**src/rtl/spi_master_tx16.sv**
```systemverilog
// SPI mode-0 master: one 16-bit frame per start, MSB first, SS held low across both bytes.
// Shifts in miso at the same time, so the frame also returns a 16-bit rx word.
module spi_master_tx16 #(
  parameter int HALF_PERIOD = 50,
  parameter int GAP_CYCLES  = 8
) (
  input  logic        clk,
  input  logic        reset,
  input  logic        start,
  input  logic [15:0] tx_data,
  output logic        busy,
  output logic        done,
  output logic [15:0] rx_data,
  output logic        sclk,
  output logic        mosi,
  input  logic        miso,
  output logic        SS
);

  localparam int TW = $clog2(HALF_PERIOD + GAP_CYCLES + 1);
  localparam logic [TW-1:0] T_HALF = TW'(HALF_PERIOD - 1);
  localparam logic [TW-1:0] T_GAP  = TW'(HALF_PERIOD + GAP_CYCLES - 1);

  typedef enum logic [2:0] {
    IDLE,
    SCLK_LO,
    SCLK_HI,
    HOLD,
    RECOVER
  } state_t;

  state_t        state, state_d;
  logic [TW-1:0] tmr, tmr_d;
  logic [3:0]    bit_cnt, bit_cnt_d;
  logic [15:0]   tx_sh, tx_sh_d;
  logic [15:0]   rx_sh, rx_sh_d;
  logic [15:0]   rx_data_d;
  logic          busy_d, done_d, sclk_d, mosi_d, ss_d;
  logic          miso_s1, miso_s2;

  always_ff @(posedge clk or posedge reset) begin
    if (reset) begin
      miso_s1 <= 1'b0;
      miso_s2 <= 1'b0;
    end else begin
      miso_s1 <= miso;
      miso_s2 <= miso_s1;
    end
  end

  always_ff @(posedge clk or posedge reset) begin
    if (reset) begin
      state   <= IDLE;
      tmr     <= '0;
      bit_cnt <= '0;
      tx_sh   <= '0;
      rx_sh   <= '0;
      rx_data <= '0;
      busy    <= 1'b0;
      done    <= 1'b0;
      sclk    <= 1'b0;
      mosi    <= 1'b0;
      SS      <= 1'b1;
    end else begin
      state   <= state_d;
      tmr     <= tmr_d;
      bit_cnt <= bit_cnt_d;
      tx_sh   <= tx_sh_d;
      rx_sh   <= rx_sh_d;
      rx_data <= rx_data_d;
      busy    <= busy_d;
      done    <= done_d;
      sclk    <= sclk_d;
      mosi    <= mosi_d;
      SS      <= ss_d;
    end
  end

  always_comb begin
    state_d   = state;
    tmr_d     = (tmr != '0) ? tmr - TW'(1) : tmr;
    bit_cnt_d = bit_cnt;
    tx_sh_d   = tx_sh;
    rx_sh_d   = rx_sh;
    rx_data_d = rx_data;
    busy_d    = busy;
    done_d    = 1'b0;
    sclk_d    = sclk;
    mosi_d    = mosi;
    ss_d      = SS;
    unique case (state)
      IDLE: begin
        if (start) begin
          state_d   = SCLK_LO;
          tmr_d     = T_HALF;
          tx_sh_d   = tx_data;
          bit_cnt_d = '0;
          rx_sh_d   = '0;
          busy_d    = 1'b1;
          ss_d      = 1'b0;
          mosi_d    = tx_data[15];
        end
      end
      SCLK_LO: begin
        if (tmr == '0) begin
          state_d = SCLK_HI;
          tmr_d   = T_HALF;
          sclk_d  = 1'b1;
        end
      end
      SCLK_HI: begin
        if (tmr == '0) begin
          rx_sh_d = {rx_sh[14:0], miso_s2};
          sclk_d  = 1'b0;
          if (bit_cnt == 4'd15) begin
            state_d = HOLD;
            tmr_d   = T_HALF;
          end else begin
            state_d   = SCLK_LO;
            bit_cnt_d = bit_cnt + 4'd1;
            // the low phase before byte 1 is stretched by the inter-byte gap
            tmr_d     = (bit_cnt == 4'd7) ? T_GAP : T_HALF;
            mosi_d    = tx_sh[4'd14 - bit_cnt];
          end
        end
      end
      HOLD: begin
        if (tmr == '0) begin
          state_d = RECOVER;
          tmr_d   = T_HALF;
          ss_d    = 1'b1;
          mosi_d  = 1'b0;
        end
      end
      RECOVER: begin
        if (tmr == '0) begin
          state_d   = IDLE;
          rx_data_d = rx_sh;
          done_d    = 1'b1;
          busy_d    = 1'b0;
        end
      end
      default: state_d = IDLE;
    endcase
  end

endmodule

```
**config.mk**
```make
export PLATFORM = sky130hd
export DESIGN_NAME = spi_master_tx16
export DESIGN_NICKNAME = d
export VERILOG_FILES = /design/src/rtl/spi_master_tx16.sv
export SDC_FILE = /design/constraint.sdc
export NUM_CORES = 1
export LEC_CHECK = 0
export CORE_ASPECT_RATIO = 0.75
export CORE_MARGIN = 5
export CORE_UTILIZATION = 58
export DETAILED_ROUTE_END_ITERATION = 6
export GPL_TIMING_DRIVEN = 0
export PLACE_DENSITY_LB_ADDON = 0.05
export REMOVE_ABC_BUFFERS = 1
export SLEW_MARGIN = 0
export SYNTH_ARGS = -nofsm -noshare
export SYNTH_HDL_FRONTEND = slang
export SYNTH_SLANG_ARGS = --single-unit
```
**constraint.sdc**
```tcl
create_clock -name clk -period 4.29 [get_ports clk]
set_input_delay 0.858 -clock clk [delete_from_list [all_inputs] [get_ports clk]]
set_output_delay 0.858 -clock clk [all_outputs]
set_load 0.005 [all_outputs]
```
==> results of run 1 <==
==> state kept, by name, indices dropped and copies added, names as in the netlist <==
register,flops
rx_data,16
rx_sh,16
tx_sh,16
tmr,6
bit_cnt,4
state,3
SS,1
busy,1
done,1
miso_s1,1
miso_s2,1
mosi,1
sclk,1
==> layout make-up <==
class	instances	area, sq um	share of cell area, %
clock inverter	6	63.8	1.79
clock buffer	10	138	3.85
inverter	8	30.0	0.841
timing repair buffer	41	420	11.8
sequential	68	1700	47.7
multi-input combinational	172	1140	32.0
tap	60	75.1	2.10
==> worst paths after layout <==
path | end | start | slack [ns]
max in group asynchronous | SS$_DFFE_PP1P_ | reset | 2.78
min in group asynchronous | busy$_DFFE_PP0P_ | reset | 0.86
setup / recovery | rx_sh[4]$_DFFE_PP0P_ | tmr[0]$_DFF_PP0_ | 1.87
hold reg to reg | miso_s2$_DFF_PP0_ | miso_s1$_DFF_PP0_ | 0.36
setup reg to reg | rx_sh[4]$_DFFE_PP0P_ | tmr[0]$_DFF_PP0_ | 1.87
hold / removal | miso_s2$_DFF_PP0_ | miso_s1$_DFF_PP0_ | 0.36
==> metal layers <==
layer,share of wire [%],up-vias,wire (microns),track usage (%)
met5,0,-,0,0
met4,1.5,0,76,6.43
met3,4.9,10,255,6.19
met2,44,42,2260,26.1
met1,50,993,2590,23.6
li1,-,985,-,-
==> synth_stat cells, types with 2 or more instances <==
library cell	n
sky130_fd_sc_hd__buf_6	2
sky130_fd_sc_hd__xor2_1	2
sky130_fd_sc_hd__nor2_1	17
sky130_fd_sc_hd__mux2_2	18
sky130_fd_sc_hd__inv_1	7
sky130_fd_sc_hd__mux4_2	4
sky130_fd_sc_hd__clkbuf_1	5
sky130_fd_sc_hd__a21oi_1	8
sky130_fd_sc_hd__a22o_1	16
sky130_fd_sc_hd__buf_2	3
sky130_fd_sc_hd__nor2b_1	2
sky130_fd_sc_hd__nor3b_1	3
sky130_fd_sc_hd__o31ai_1	2
sky130_fd_sc_hd__o21ai_0	11
sky130_fd_sc_hd__dfrtp_1	67
sky130_fd_sc_hd__o41ai_1	2
sky130_fd_sc_hd__ha_1	4
sky130_fd_sc_hd__nand3_1	2
sky130_fd_sc_hd__nand2_1	60
==> power breakdown <==
group,leakage (nW),switching [mW],internal (mW)
Sequential,0.884,0.110,0.763
Combinational,0.683,0.200,0.196
Clock,0.0983,0.242,0.283
Total,1.67,0.552,1.24
==> layout by cell type (no fill, tap or decap), types with 3 or more instances in the layout <==
cell,n
sky130_fd_sc_hd__mux4_2,4
sky130_fd_sc_hd__mux2_2,18
sky130_fd_sc_hd__nand2_1,60
sky130_fd_sc_hd__a22o_1,16
sky130_fd_sc_hd__nor3b_1,3
sky130_fd_sc_hd__o21ai_0,11
sky130_fd_sc_hd__nor2_1,17
sky130_fd_sc_hd__a21oi_1,8
sky130_fd_sc_hd__clkdlybuf4s50_1,40
sky130_fd_sc_hd__dfrtp_1,67
sky130_fd_sc_hd__clkbuf_8,10
sky130_fd_sc_hd__inv_1,6
sky130_fd_sc_hd__ha_1,4
==> critical path, cell delays in order (launching register included) <==
cell	delay (ns)
sky130_fd_sc_hd__dfrtp_1	0.41
sky130_fd_sc_hd__inv_1	0.07
sky130_fd_sc_hd__ha_1	0.19
sky130_fd_sc_hd__or3b_4	0.43
sky130_fd_sc_hd__nor3_4	0.28
sky130_fd_sc_hd__inv_2	0.17
sky130_fd_sc_hd__nor2_2	0.59
sky130_fd_sc_hd__a22o_1	0.23
==> per-stage QoR <==
step | hold WS [ns] | area [sq um]
floorplan | 0.331 | 2880
global route | 0.378 | 3570
CTS | 0.363 | 3570
detailed placement | 0.348 | 3370
global placement | 0.333 | 3350
finish | 0.364 | 3570
==> kinds of logic (layout without fill, tap and decap cells) <==
kind of cell	after synthesis	in the layout	synth area share, %
compound gates	47	47	11.3
buf+inv	19	65	3.19
fa+ha+maj	4	4	1.70
flops	68	68	57.9
xor+xnor	3	3	0.894
mux	23	23	10.3
simple gates	95	95	14.7
==> results.cfg, run 1 <==
[synth]
postSynth.topFlopCell = sky130_fd_sc_hd__dfrtp_1
synthTopCellsByArea = sky130_fd_sc_hd__dfrtp_1 (57%), sky130_fd_sc_hd__nand2_1 (7.7%), sky130_fd_sc_hd__mux2_2 (6.9%)
synthesis.yosys.warnings = 0
synth_top_cell_area_share_pct = 57.0
synth-edff-count = 0
synth_area_sq_um = 2940
synth_sequential_area_ratio_pct = 57.9
synth.distinct_cells = 43
flops_latches_synth = 68
yosysTopAreaCell = sky130_fd_sc_hd__dfrtp_1
synthesis.instances = 259
post_synth.cell_area_avg_sq_um = 11.3
async_flop_share_pct = 100

[timing]
layout_setup_ws_ns = 1.87
fin_tns_setup_ns = 0
finalHoldViolations = 0
slew_headroom_pct = 20.6
finalCritPeriodShare_pct = 56.4
maxSlewViolCount = 0
rsz_0062_raised_after_global_routing = no
worst_slew_pin_slew_ns = 1.19
fin_worst_skew_ns = 0.00379
max_clk_rate_mhz = 413
finalSetupViolCount = 0
final.min_clock_period_ns = 2.42

[die]
die_extent_in_y_microns = 71.7
x_dimension_of_the_die_microns = 92.2
fp-row-count = 22
start_util_pct = 60.0
fp.dieArea_sq_um = 6610
top_level_ports = 41
core_area_sq_um = 4900

[placement]
hpwl_mm = 3.49
post-place-ws_ns = 1.50
dpl.cell_count = 349
routabilityCongestion = 0.817
io_buffers = 40

[power]
total_power_mw = 1.79
peakVddDrop_mv = 0.278
pwr_density_cell_nw_per_um2 = 502
p_leak_nw = 1.67

[layout]
drive_above_1_share_pct = 15.7
syn2layout_area_growth_pct = 21.5
antennaDiodeCount = 0
layoutNonFillerInstCount = 365
layout.nets = 324
final.fill_count = 351
fin_util_pct = 72.9

[cts]
numClockSinks = 68
cts-buffers-inserted = 9
clock_insertion_delay_worst_skew_ns = 0.34
cts.hold.buffers_added = 0
cts.repair_timing.setup_buffer_count = 0
cts_buffer_depth = 2
clk_transition_reported_paths_ns = 0.07
ctsRootBufferMaster = sky130_fd_sc_hd__clkbuf_8
cts_repair_resize_count = 0
tritoncts = yes
clock_tree.htree_level_count = 3

[grt]
global_route_wire_length_before_repair_mm = 9.00
grt_usage_pct = 17.4
antenna_found_initial = 0
via_count_of_the_first_global_routing_pass = 2001
gr-total-overflow = 0
grt_start_max_net_pins = 46

[routing]
drt.antenna.violating_nets = 0
drt_iter0_markers = 62
router_iterations_before_antenna_repair = 4
route.detailed.drc = 0
vias_per_cell = 5.56
totalWireLength_mm = 5.18
wire_per_inst_microns = 14.2
num_vias = 2030

[min_path]
min_path_cells = 0
holdCritPathClass = flop to flop

[worst_setup_path]
crit_fanout = 17
critical_path_class = flop to flop
worst_r2r_path_depth = 7
critPathRequiredTime_ns = 4.57
data_arrival_time_at_the_worst_slack_endpoint_ns = 2.70
worst_setup_path_end_kind = flop
timing.critical_path.from_type = flop

[job]
max-cap-violations = 0

[status]
run_status = finished clean
Power figures use the tool's default switching activity.
==> inputs of run 2 (changes only) <==
CORE_UTILIZATION = 54   (was 58)
clock period = 2.35 ns   (was 4.29 ns; I/O delays follow)
==> run 2 against run 1 <==
Net effect:
- critical endpoint is now rx_data[4]$_DFFE_PP0P_
- total power grew 83%
- die area increased by 6.5%
- routed wire length up 3.4%
- clock-buffer cell count rose by 4
- register-to-register slack worse by 1.8 ns
- critical path depth stayed put
==> results.cfg, run 2 (synthesized netlist as in run 1, its figures left out) <==
[status]
run_status = finished clean

[timing]
worst_slew_pin_slew_ns = 0.828
layout_setup_ws_ns = 0.118
finalCritPeriodShare_pct = 95.0
fin_worst_skew_ns = 0.00960
hold_slack_ns = 0.369
final.min_clock_period_ns = 2.23
rsz_0062_raised_after_global_routing = yes
max_clk_rate_mhz = 448
slew_headroom_pct = 44.8
maxSlewViolCount = 0
finalSetupViolCount = 0
finalHoldViolations = 0

[placement]
hpwl_mm = 3.59
post-place-ws_ns = -0.0667
routabilityCongestion = 0.784
io_buffers = 40

[layout]
antennaDiodeCount = 0
syn2layout_area_growth_pct = 22.3
layout.nets = 324
final.fill_count = 429
layout.cells.most_common = sky130_fd_sc_hd__dfrtp_1
drive_above_1_share_pct = 15.7
reg.largest.list = rx_data: 16 flops, rx_sh: 16 flops, tx_sh: 16 flops
layout_common_cells = sky130_fd_sc_hd__dfrtp_1 (67), sky130_fd_sc_hd__nand2_1 (60), sky130_fd_sc_hd__clkdlybuf4s50_1 (40)

[die]
fp-row-count = 23
x_dimension_of_the_die_microns = 95.2
start_util_pct = 55.2
core_area_sq_um = 5320
top_level_ports = 41
fp.dieArea_sq_um = 7030
die_extent_in_y_microns = 73.9

[cts]
cts_buffer_depth = 2
clock_insertion_delay_worst_skew_ns = 0.33
numClockSinks = 68
ctsRootBufferMaster = sky130_fd_sc_hd__clkbuf_8
cts-buffers-inserted = 9
clock_tree.htree_level_count = 3
tritoncts = yes
clk_transition_reported_paths_ns = 0.07

[grt]
gr-total-overflow = 0
global_route_wire_length_before_repair_mm = 9.48
grt_start_max_net_pins = 69
grt_usage_pct = 17.6
via_count_of_the_first_global_routing_pass = 2039
antenna_found_initial = 0

[routing]
drt.antenna.violating_nets = 0
vias_per_cell = 5.45
wire_per_inst_microns = 14.1
route.detailed.drc = 0
router_iterations_before_antenna_repair = 4
num_vias = 2070
totalWireLength_mm = 5.36
drt_iter0_markers = 98

[worst_setup_path]
critical_path_class = flop to flop
crit_fanout = 18
data_arrival_time_at_the_worst_slack_endpoint_ns = 2.44
critPathRequiredTime_ns = 2.56
worst_setup_path_end_kind = flop
timing.critical_path.from_type = flop

[power]
p_leak_nw = 1.67
pwr_density_cell_nw_per_um2 = 914
peakVddDrop_mv = 0.605
total_power_mw = 3.28

[job]
max-cap-violations = 0

[min_path]
holdCritPathClass = flop to flop
## run 2: cell type report
type | count | area, sq um | area share, %
clock buffer | 14 | 163 | 4.52
tap | 75 | 93.8 | 2.61
multi-input combinational | 172 | 1160 | 32.3
inverter | 8 | 32.5 | 0.905
sequential | 68 | 1700 | 47.4
clock inverter | 2 | 35.0 | 0.975
timing repair buffer | 41 | 408 | 11.3
## run 2: report_power, final
part,total [mW],internal [mW],switching (mW)
Combinational,0.735,0.361,0.373
Clock,0.952,0.548,0.404
Sequential,1.60,1.39,0.204
## run 2: critical path, stage by stage (launching register included)
cell                      delay [ns]
sky130_fd_sc_hd__dfrtp_1        0.41
sky130_fd_sc_hd__inv_1          0.07
sky130_fd_sc_hd__ha_1           0.18
sky130_fd_sc_hd__or3b_4         0.43
sky130_fd_sc_hd__nor3_4         0.24
sky130_fd_sc_hd__buf_4          0.17
sky130_fd_sc_hd__nand3_4        0.23
sky130_fd_sc_hd__mux2_2         0.37
## run 2: path summary, 6_finish.rpt
kind                                        start                      to  slack [ns]  cells after the start
worst max-delay path             tmr[1]$_DFF_PP0_  rx_data[4]$_DFFE_PP0P_        0.12                      7
worst min-delay path            miso_s1$_DFF_PP0_       miso_s2$_DFF_PP0_        0.37                      0
worst max register to register   tmr[1]$_DFF_PP0_  rx_data[4]$_DFFE_PP0P_        0.12                      7
worst min register to register  miso_s1$_DFF_PP0_       miso_s2$_DFF_PP0_        0.37                      0
max in group asynchronous                   reset   tx_sh[13]$_DFFE_PP0P_        1.14                      2
min in group asynchronous                   reset  rx_data[2]$_DFFE_PP0P_        0.65                      2
## run 2: layer usage
layer  share of wire (%)  GRT usage (%)  vias to the layer above
met5                   0              0                        -
met4               0.037           5.28                        0
met3                 4.1           6.04                        2
met2                  47           26.4                       35
met1                  49           24.4                     1048
li1                    -              -                      985
## run 2: what timing repair did
action | in CTS | in global routing
pin swaps | 0 | 1
gates resized for setup | 1 | 3
setup buffers | 0 | 1
endpoints found under the setup margin | 17 | 17
cloned | 0 | 0
hold buffers | 0 | 0
## run 2: metrics by stage
step	TNS, ns	std cells	instance area, sq um	utilization (%)
2_1_floorplan	0	248	2880	-
3_3_place_gp	-65.55	363	3370	63.3
3_5_place_dp	-1.28	363	3370	63.3
4_1_cts	0	379	3570	67.1
5_1_grt	0	380	3590	67.5
6_report	0	380	3590	67.5
